===== src/rtl/seg7_pkg.sv =====
// Shared BCD and 7-segment definitions for the timer display.
package seg7_pkg;

  typedef logic [3:0] bcd_t;

  localparam bcd_t BCD_MAX = 4'd9;

  // Active-low patterns, bit order a..g (leftmost literal bit is segment a).
  localparam logic [0:6] SEG_TABLE [10] = '{
    7'b0000001,  // 0
    7'b1001111,  // 1
    7'b0010010,  // 2
    7'b0000110,  // 3
    7'b1001100,  // 4
    7'b0100100,  // 5
    7'b0100000,  // 6
    7'b0001111,  // 7
    7'b0000000,  // 8
    7'b0000100   // 9
  };

  localparam logic [0:6] SEG_BLANK = 7'b1111111;

endpackage


===== src/rtl/bcd_digit.sv =====
// One BCD counter digit: clamped load, up/down step, carry/borrow out.
module bcd_digit
  import seg7_pkg::*;
(
  input  logic clk,
  input  logic reset,
  input  logic load,
  input  bcd_t load_val,
  input  logic en,
  input  logic up,
  output bcd_t value_o,
  output bcd_t value_next_o,
  output logic cy_o
);

  bcd_t value_q, value_d;
  logic at_limit;

  // Next digit value: load wins, otherwise step with rollover at 9/0.
  always_comb begin
    // NOTE: every signal written here gets a default first, so no latch is inferred.
    value_d  = value_q;
    at_limit = up ? (value_q == BCD_MAX) : (value_q == '0);
    if (load) begin
      value_d = (load_val > BCD_MAX) ? BCD_MAX : load_val;
    end else if (en) begin
      if (at_limit) value_d = up ? bcd_t'(0) : BCD_MAX;
      else          value_d = up ? value_q + 4'd1 : value_q - 4'd1;
    end
  end

  // Digit register with synchronous reset.
  always_ff @(posedge clk) begin
    // NOTE: sequential state uses non-blocking assignments so all flops update together.
    if (reset) value_q <= '0;
    else       value_q <= value_d;
  end

  assign value_o      = value_q;
  assign value_next_o = value_d;
  // The next digit steps only when this one rolls over.
  assign cy_o         = en && at_limit && !load;

endmodule


===== src/rtl/seg_timer_display.sv =====
// BCD up/down timer with prescaler and multiplexed 7-segment display.
module seg_timer_display
  import seg7_pkg::*;
#(
  parameter int DIGITS     = 4,
  parameter int CLK_HZ     = 100_000_000,
  parameter int TICK_HZ    = 10,
  parameter int REFRESH_HZ = 1000,
  parameter int BLANK_LZ   = 1
) (
  input  logic                  clk,
  input  logic                  reset,
  input  logic                  run,
  input  logic                  up,
  input  logic                  wrap_en,
  input  logic                  load,
  input  logic [4*DIGITS-1:0]   load_val,
  output logic [4*DIGITS-1:0]   count,
  output logic                  done,
  output logic [0:6]            seg,
  output logic [DIGITS-1:0]     an
);

  localparam int TICK_DIV = CLK_HZ / TICK_HZ;
  localparam int SCAN_DIV = CLK_HZ / (REFRESH_HZ * DIGITS);
  localparam int PRESC_W  = (TICK_DIV > 1) ? $clog2(TICK_DIV) : 1;
  localparam int SCAN_W   = (SCAN_DIV > 1) ? $clog2(SCAN_DIV) : 1;
  localparam int IDX_W    = (DIGITS > 1) ? $clog2(DIGITS) : 1;

  logic [PRESC_W-1:0]  presc_q, presc_d;
  logic [SCAN_W-1:0]   scan_cnt_q, scan_cnt_d;
  logic [IDX_W-1:0]    scan_idx_q, scan_idx_d;
  logic                done_q, done_d;
  logic [0:6]          seg_q, seg_d;
  logic [DIGITS-1:0]   an_q, an_d;

  logic [4*DIGITS-1:0] cnt_q, cnt_d, term;
  logic [DIGITS:0]     en;
  logic                tick, step, at_term, wrap;

  // Digit chain: each digit steps when everything below it rolls over.
  assign en[0] = step;
  for (genvar i = 0; i < DIGITS; i++) begin : g_digit
    bcd_digit u_digit (
      .clk          (clk),
      .reset        (reset),
      .load         (load),
      .load_val     (load_val[4*i +: 4]),
      .en           (en[i]),
      .up           (up),
      .value_o      (cnt_q[4*i +: 4]),
      .value_next_o (cnt_d[4*i +: 4]),
      .cy_o         (en[i+1])
    );
  end
  // Carry out of the top digit means the count is wrapping between terminals.
  assign wrap = en[DIGITS];

  // Prescaler, step gating and terminal-value detection.
  always_comb begin
    tick    = (presc_q == PRESC_W'(TICK_DIV - 1));
    presc_d = tick ? '0 : presc_q + 1'b1;
    term    = up ? {DIGITS{BCD_MAX}} : '0;
    at_term = (cnt_q == term);
    step    = tick && run && !load && (wrap_en || !at_term);
    done_d  = step && !wrap && (cnt_d == term);
  end

  // Scan counter and registered segment/anode decode of the current digit.
  always_comb begin
    logic       zero_above;
    logic [DIGITS-1:0] blank;
    bcd_t       cur_digit;
    logic       cur_blank;
    scan_cnt_d = scan_cnt_q + 1'b1;
    scan_idx_d = scan_idx_q;
    if (scan_cnt_q == SCAN_W'(SCAN_DIV - 1)) begin
      scan_cnt_d = '0;
      scan_idx_d = (scan_idx_q == IDX_W'(DIGITS - 1)) ? '0 : scan_idx_q + 1'b1;
    end
    // Blank a digit when it and every digit above it are zero; digit 0 always shows.
    zero_above = 1'b1;
    blank      = '0;
    for (int i = DIGITS - 1; i >= 1; i--) begin
      zero_above = zero_above && (cnt_q[4*i +: 4] == 4'd0);
      blank[i]   = zero_above && (BLANK_LZ != 0);
    end
    cur_digit = '0;
    cur_blank = 1'b0;
    for (int i = 0; i < DIGITS; i++) begin
      if (scan_idx_q == IDX_W'(i)) begin
        cur_digit = cnt_q[4*i +: 4];
        cur_blank = blank[i];
      end
    end
    seg_d = (cur_blank || cur_digit > BCD_MAX) ? SEG_BLANK : SEG_TABLE[cur_digit];
    an_d  = ~(DIGITS'(1) << scan_idx_q);
  end

  // Prescaler, scan and output registers with synchronous reset.
  always_ff @(posedge clk) begin
    if (reset) begin
      presc_q    <= '0;
      scan_cnt_q <= '0;
      scan_idx_q <= '0;
      done_q     <= 1'b0;
      seg_q      <= SEG_BLANK;
      an_q       <= '1;
    end else begin
      presc_q    <= presc_d;
      scan_cnt_q <= scan_cnt_d;
      scan_idx_q <= scan_idx_d;
      done_q     <= done_d;
      seg_q      <= seg_d;
      an_q       <= an_d;
    end
  end

  assign count = cnt_q;
  assign done  = done_q;
  assign seg   = seg_q;
  assign an    = an_q;

endmodule


===== config.mk =====
export PLATFORM = sky130hd
export DESIGN_NAME = seg_timer_display
export DESIGN_NICKNAME = d
export VERILOG_FILES = /design/src/rtl/seg7_pkg.sv /design/src/rtl/bcd_digit.sv /design/src/rtl/seg_timer_display.sv
export SDC_FILE = /design/constraint.sdc
export NUM_CORES = 1
export LEC_CHECK = 0
export ABC_AREA = 1
export BUFFER_PORTS_ARGS = -buffer_cell sky130_fd_sc_hd__buf_2
export CORE_MARGIN = 8
export CORE_UTILIZATION = 45
export DETAILED_ROUTE_END_ITERATION = 10
export SETUP_SLACK_MARGIN = 0.15
export SYNTH_ARGS = -nofsm -noshare
export SYNTH_HDL_FRONTEND = slang
export SYNTH_SLANG_ARGS = --single-unit

===== constraint.sdc =====
create_clock -name clk -period 2.7 [get_ports clk]
set_clock_uncertainty 0.05 [all_clocks]
set_input_delay 0.135 -clock clk [delete_from_list [all_inputs] [get_ports clk]]
set_output_delay 0.135 -clock clk [all_outputs]
set_load 0.03 [all_outputs]

==> results <==
- The setup-violating endpoint count in the final report is 0.
- The post-detailed-route via-to-cell ratio is 5.06.
- After layout, the worst setup slack is between 0.3 and 0.4 ns.
- For this design the static power due to leakage is ~2.3 nW.
- The number of clock sinks seen by CTS is 69.
- The flow ran to the end, but the final reports show violations.
- Counting flops with a built-in enable in the synthesized netlist gives 0.
- The H-tree was split into 3 levels.
- The number of filler cells placed in the layout is a little over 1000.
- In this run the deepest clock path goes through 2 buffers.
- The number of synthesis warnings is 0.
- Of the synthesized area, sequential elements account for a little under a third.
- The TritonCTS clock tree is yes.
- Static timing analysis puts the maximum clock frequency at between 0.4 and 0.5 GHz.
- After detailed routing, the average wire length per cell comes to between 10 and 15 um.
- The number of nets still failing antenna checks after routing is 0.
- VDD sags by at most 0.263 mV.
- The area used by multi-input combinational logic is roughly 0.0026 mm2.
- 0 antenna diodes ended up in the layout.
- The count of vias placed by the detailed router is approximately 4300.
- The aggregate routed wire length is between 10 and 15 mm.
- The transition time of the tightest slew-check pin is between 0.5 and 0.6 ns.
- The HPWL after detailed placement is ~8.6 mm.
- The worst path required time is about 2.9 ns.
- The number of violations of the max-capacitance limit is 0.
- STA puts the critical path data arrival time at between 2 and 3 ns.
- Synthesis produced a netlist with a net count of 691.
- The pre-CTS worst setup slack is about 0.23 ns.
- The total power is between 0.002 and 0.0025 W.
- The most instantiated flip-flop cell in the synthesis netlist is sky130_fd_sc_hd__dfxtp_1.
- The worst relative slew slack is about 60%.
- The first global-routing pass estimated 19.0 mm of wire.
- The final sum of negative setup slack is 0 ns.
- Setup repair after global routing left no endpoint under its margin.
- The worst hold path belongs to the class primary input to register.
- The area overhead of the layout relative to synthesis is 16.1%.
- The worst path needs between 2 and 2.5 ns of the cycle, external delays included.
- The cts-stage hold buffer count is 0.
- The critical path capture point type is a register.
- From bottom edge to top edge, the die measures about 110 um.
- The via count of the first global-routing pass came to just over 4000.
- The net count of the finished layout is between 700 and 800.
- The count of pins over their slew limit is 0.
- The later-pin clock latency in the skew report is 0.36 ns.
- The power density relative to cell area is 484 mW/mm2.
- The setup slack on the worst flop-to-flop path is roughly 0.38 ns.
- The count of unique library cells instantiated by Yosys is 48.
- On the final layout, the worst hold slack is 0.0613 ns.
- The sort of element at the start of the critical path is a register.
- The number of antenna violations at the first check in global routing is 0.
- The floorplan step defined a die boundary enclosing 0.0130 mm2.
- The clock slew at the register clock pins of the worst setup and hold paths is roughly 0.090 ns.
- In this run the cell area of the synthesized design comes to 0.00432 mm2.
- The sequential standard cell area is between 0.001 and 0.0015 mm2.
- After synthesis the netlist holds a flip-flop and latch count of between 60 and 70.
- The final reports fail on DRC.
- A synthesized cell averages ~6.7 um2.
- The port buffer count is slightly below 50.
- Clock tree synthesis inserted a total of 9 buffers.
- Entering global routing, the biggest net connects 20 pins.
- CTS placed an instance of sky130_fd_sc_hd__clkbuf_8 at the clock tree root.
- The global-route usage over all layers is about 18%.
- The count of standard-cell rows is 35.
- The post-route clock period utilization is 85.8%.
- The maximum fanout along the worst path is 6.
- The number of hold-slack violations in the final timing report was 0.
- The critical path is of the register to register type.
- The first TritonRoute pass finished after 8 iterations.
- The final non-filler cell area is 0.00502 mm2.
- The fraction of layout instances using a drive strength above 1 is ~17%.
- Pin placement for this block handled 50 I/O pins.
- At the end of routability-driven placement, the weighted congestion stood at between 0.8 and 0.9.
- Summing all placed instances gives a cell area of approximately 0.0047 mm2.
- The share of flip-flops with an asynchronous set or reset is 0%.
- In this run, the number of DRC markers left after iteration 0 of detailed routing was approximately 280.
- In the synthesized netlist, the number of instances is roughly 650.
- The effective utilization at floorplan is a little under half.
- Global routing finished with a remaining overflow of 0.
- The horizontal die dimension is 114 um.
- The total DRC errors in the routed layout is 1.
- The core region is slightly above 0.009 mm2.
[final cells by class]
class	count	area share (%)
multi-input combinational	472	50.9
clock buffer	9	2.47
sequential	69	27.5
clock inverter	7	1.97
tap	129	3.22
inverter	96	7.18
timing repair buffer	61	6.68
[worst max-delay path: stages (launching register included)]
cell and delay [ns]:
sky130_fd_sc_hd__dfxtp_2 0.34, sky130_fd_sc_hd__ha_1 0.16, sky130_fd_sc_hd__nand2_1 0.09, sky130_fd_sc_hd__inv_2 0.07, sky130_fd_sc_hd__nand2_2 0.08, sky130_fd_sc_hd__nor2_2 0.11, sky130_fd_sc_hd__nand3_2 0.10, sky130_fd_sc_hd__nor2_4 0.22
sky130_fd_sc_hd__nand3_4 0.17, sky130_fd_sc_hd__nor2_8 0.19, sky130_fd_sc_hd__buf_4 0.13, sky130_fd_sc_hd__nand3_1 0.05, sky130_fd_sc_hd__nand3_1 0.18, sky130_fd_sc_hd__nor2_1 0.07, sky130_fd_sc_hd__nand3_1 0.08, sky130_fd_sc_hd__nor2_1 0.04
sky130_fd_sc_hd__nand2_1 0.06, sky130_fd_sc_hd__nor2_1 0.03
[worst paths after layout]
path         cells after the start        start                             to
max                             17   presc_q[0]                           done
min                              3  load_val[1]  g_digit[0].u_digit.value_o[1]
max reg2reg                     17   presc_q[0]                           done
min reg2reg                      1   presc_q[0]                     presc_q[0]
[placed cells by master (no fill, tap or decap), types with 4 or more instances in the layout]
cell | synthesis | final
sky130_fd_sc_hd__o21ai_0 | 26 | 25
sky130_fd_sc_hd__dfxtp_1 | 69 | 68
sky130_fd_sc_hd__nor2_2 | 6 | 6
sky130_fd_sc_hd__a21oi_1 | 33 | 33
sky130_fd_sc_hd__o21ai_1 | 4 | 5
sky130_fd_sc_hd__nor4_1 | 6 | 6
sky130_fd_sc_hd__xor2_1 | 5 | 5
sky130_fd_sc_hd__nand2_1 | 138 | 137
sky130_fd_sc_hd__nor3_1 | 17 | 17
sky130_fd_sc_hd__nor2_1 | 87 | 87
sky130_fd_sc_hd__ha_1 | 19 | 19
sky130_fd_sc_hd__nand4_1 | 12 | 12
sky130_fd_sc_hd__fa_1 | 4 | 4
sky130_fd_sc_hd__buf_4 | 1 | 12
sky130_fd_sc_hd__or2_2 | 5 | 5
sky130_fd_sc_hd__nand3_1 | 58 | 58
sky130_fd_sc_hd__inv_2 | 7 | 8
sky130_fd_sc_hd__nor3b_1 | 5 | 5
sky130_fd_sc_hd__clkbuf_8 | 0 | 9
sky130_fd_sc_hd__inv_1 | 86 | 85
sky130_fd_sc_hd__buf_2 | 1 | 49
sky130_fd_sc_hd__nand2_2 | 9 | 10
[per-stage QoR]
stage                     util [%]  cells
after global placement        50.9    820
after floorplan                  -    646
after global routing          54.1    843
after CTS                     53.3    836
after detailed placement      50.9    820
final                         54.1    843
[kinds of logic (layout without fill, tap and decap cells)]
family          after synthesis  count (layout)  synth area share, %
compound gates               83              83                 11.0
xor+xnor                      9               9                 2.00
simple gates                357             357                 38.3
fa+ha+maj                    23              23                 7.35
buf+inv                     105             173                 9.40
flops                        69              69                 31.9
[timing repair]
| action | 4_1_cts | 5_1_grt |
|---|---|---|
| setup buffers | 0 | 7 |
| endpoints found under the setup margin | 0 | 8 |
| gates resized for setup | 0 | 7 |
[metal layers]
metal  track usage [%]  up-vias  part of all wire [%]
li1                  -     2219                     -
met1              24.7     1903                    51
met2              26.9      124                    41
met3              3.38       18                   6.0
met4              7.19        0                   1.7
met5                 0        -                     0
[synthesized netlist by cell type, types with 2 or more instances]
cell type | number | area, um2
sky130_fd_sc_hd__a21oi_1 | 33 | 165
sky130_fd_sc_hd__a22oi_1 | 3 | 22.5
sky130_fd_sc_hd__a31oi_1 | 2 | 12.5
sky130_fd_sc_hd__clkbuf_1 | 6 | 22.5
sky130_fd_sc_hd__clkinv_1 | 3 | 11.3
sky130_fd_sc_hd__dfxtp_1 | 69 | 1380
sky130_fd_sc_hd__fa_1 | 4 | 80.1
sky130_fd_sc_hd__ha_1 | 19 | 238
sky130_fd_sc_hd__inv_1 | 86 | 323
sky130_fd_sc_hd__inv_2 | 7 | 26.3
sky130_fd_sc_hd__nand2_1 | 138 | 518
sky130_fd_sc_hd__nand2_2 | 9 | 56.3
sky130_fd_sc_hd__nand3_1 | 58 | 290
sky130_fd_sc_hd__nand3_2 | 2 | 20.0
sky130_fd_sc_hd__nand3_4 | 2 | 35.0
sky130_fd_sc_hd__nand3b_1 | 2 | 15.0
sky130_fd_sc_hd__nand4_1 | 12 | 75.1
sky130_fd_sc_hd__nor2_1 | 87 | 327
sky130_fd_sc_hd__nor2_2 | 6 | 37.5
sky130_fd_sc_hd__nor2_4 | 2 | 22.5
sky130_fd_sc_hd__nor3_1 | 17 | 85.1
sky130_fd_sc_hd__nor3_2 | 2 | 20.0
sky130_fd_sc_hd__nor3b_1 | 5 | 37.5
sky130_fd_sc_hd__nor4_1 | 6 | 37.5
sky130_fd_sc_hd__o21a_1 | 3 | 22.5
sky130_fd_sc_hd__o21ai_0 | 26 | 130
sky130_fd_sc_hd__o21ai_1 | 4 | 20.0
sky130_fd_sc_hd__o22ai_1 | 3 | 18.8
sky130_fd_sc_hd__or2_2 | 5 | 31.3
sky130_fd_sc_hd__xnor2_1 | 3 | 26.3
sky130_fd_sc_hd__xor2_1 | 5 | 43.8
[where the power goes]
| part | total [W] | leakage, nW | switching, W | internal, W |
|---|---|---|---|---|
| combinational | 0.000392 | 1.59 | 0.000263 | 0.000129 |
| sequential | 0.00108 | 0.563 | 0.0000280 | 0.00105 |
| clock | 0.000963 | 0.110 | 0.000438 | 0.000525 |
[sequential cells by signal (all words and copies together) (netlist names)]
| name | flops |
|---|---|
| g_digit.u_digit.value_o | 16 |
| seg | 7 |
| scan_idx_q | 2 |
| scan_cnt_q | 15 |
| presc_q | 24 |
| done | 1 |
| an | 4 |
(Power assumes the default switching activity.)
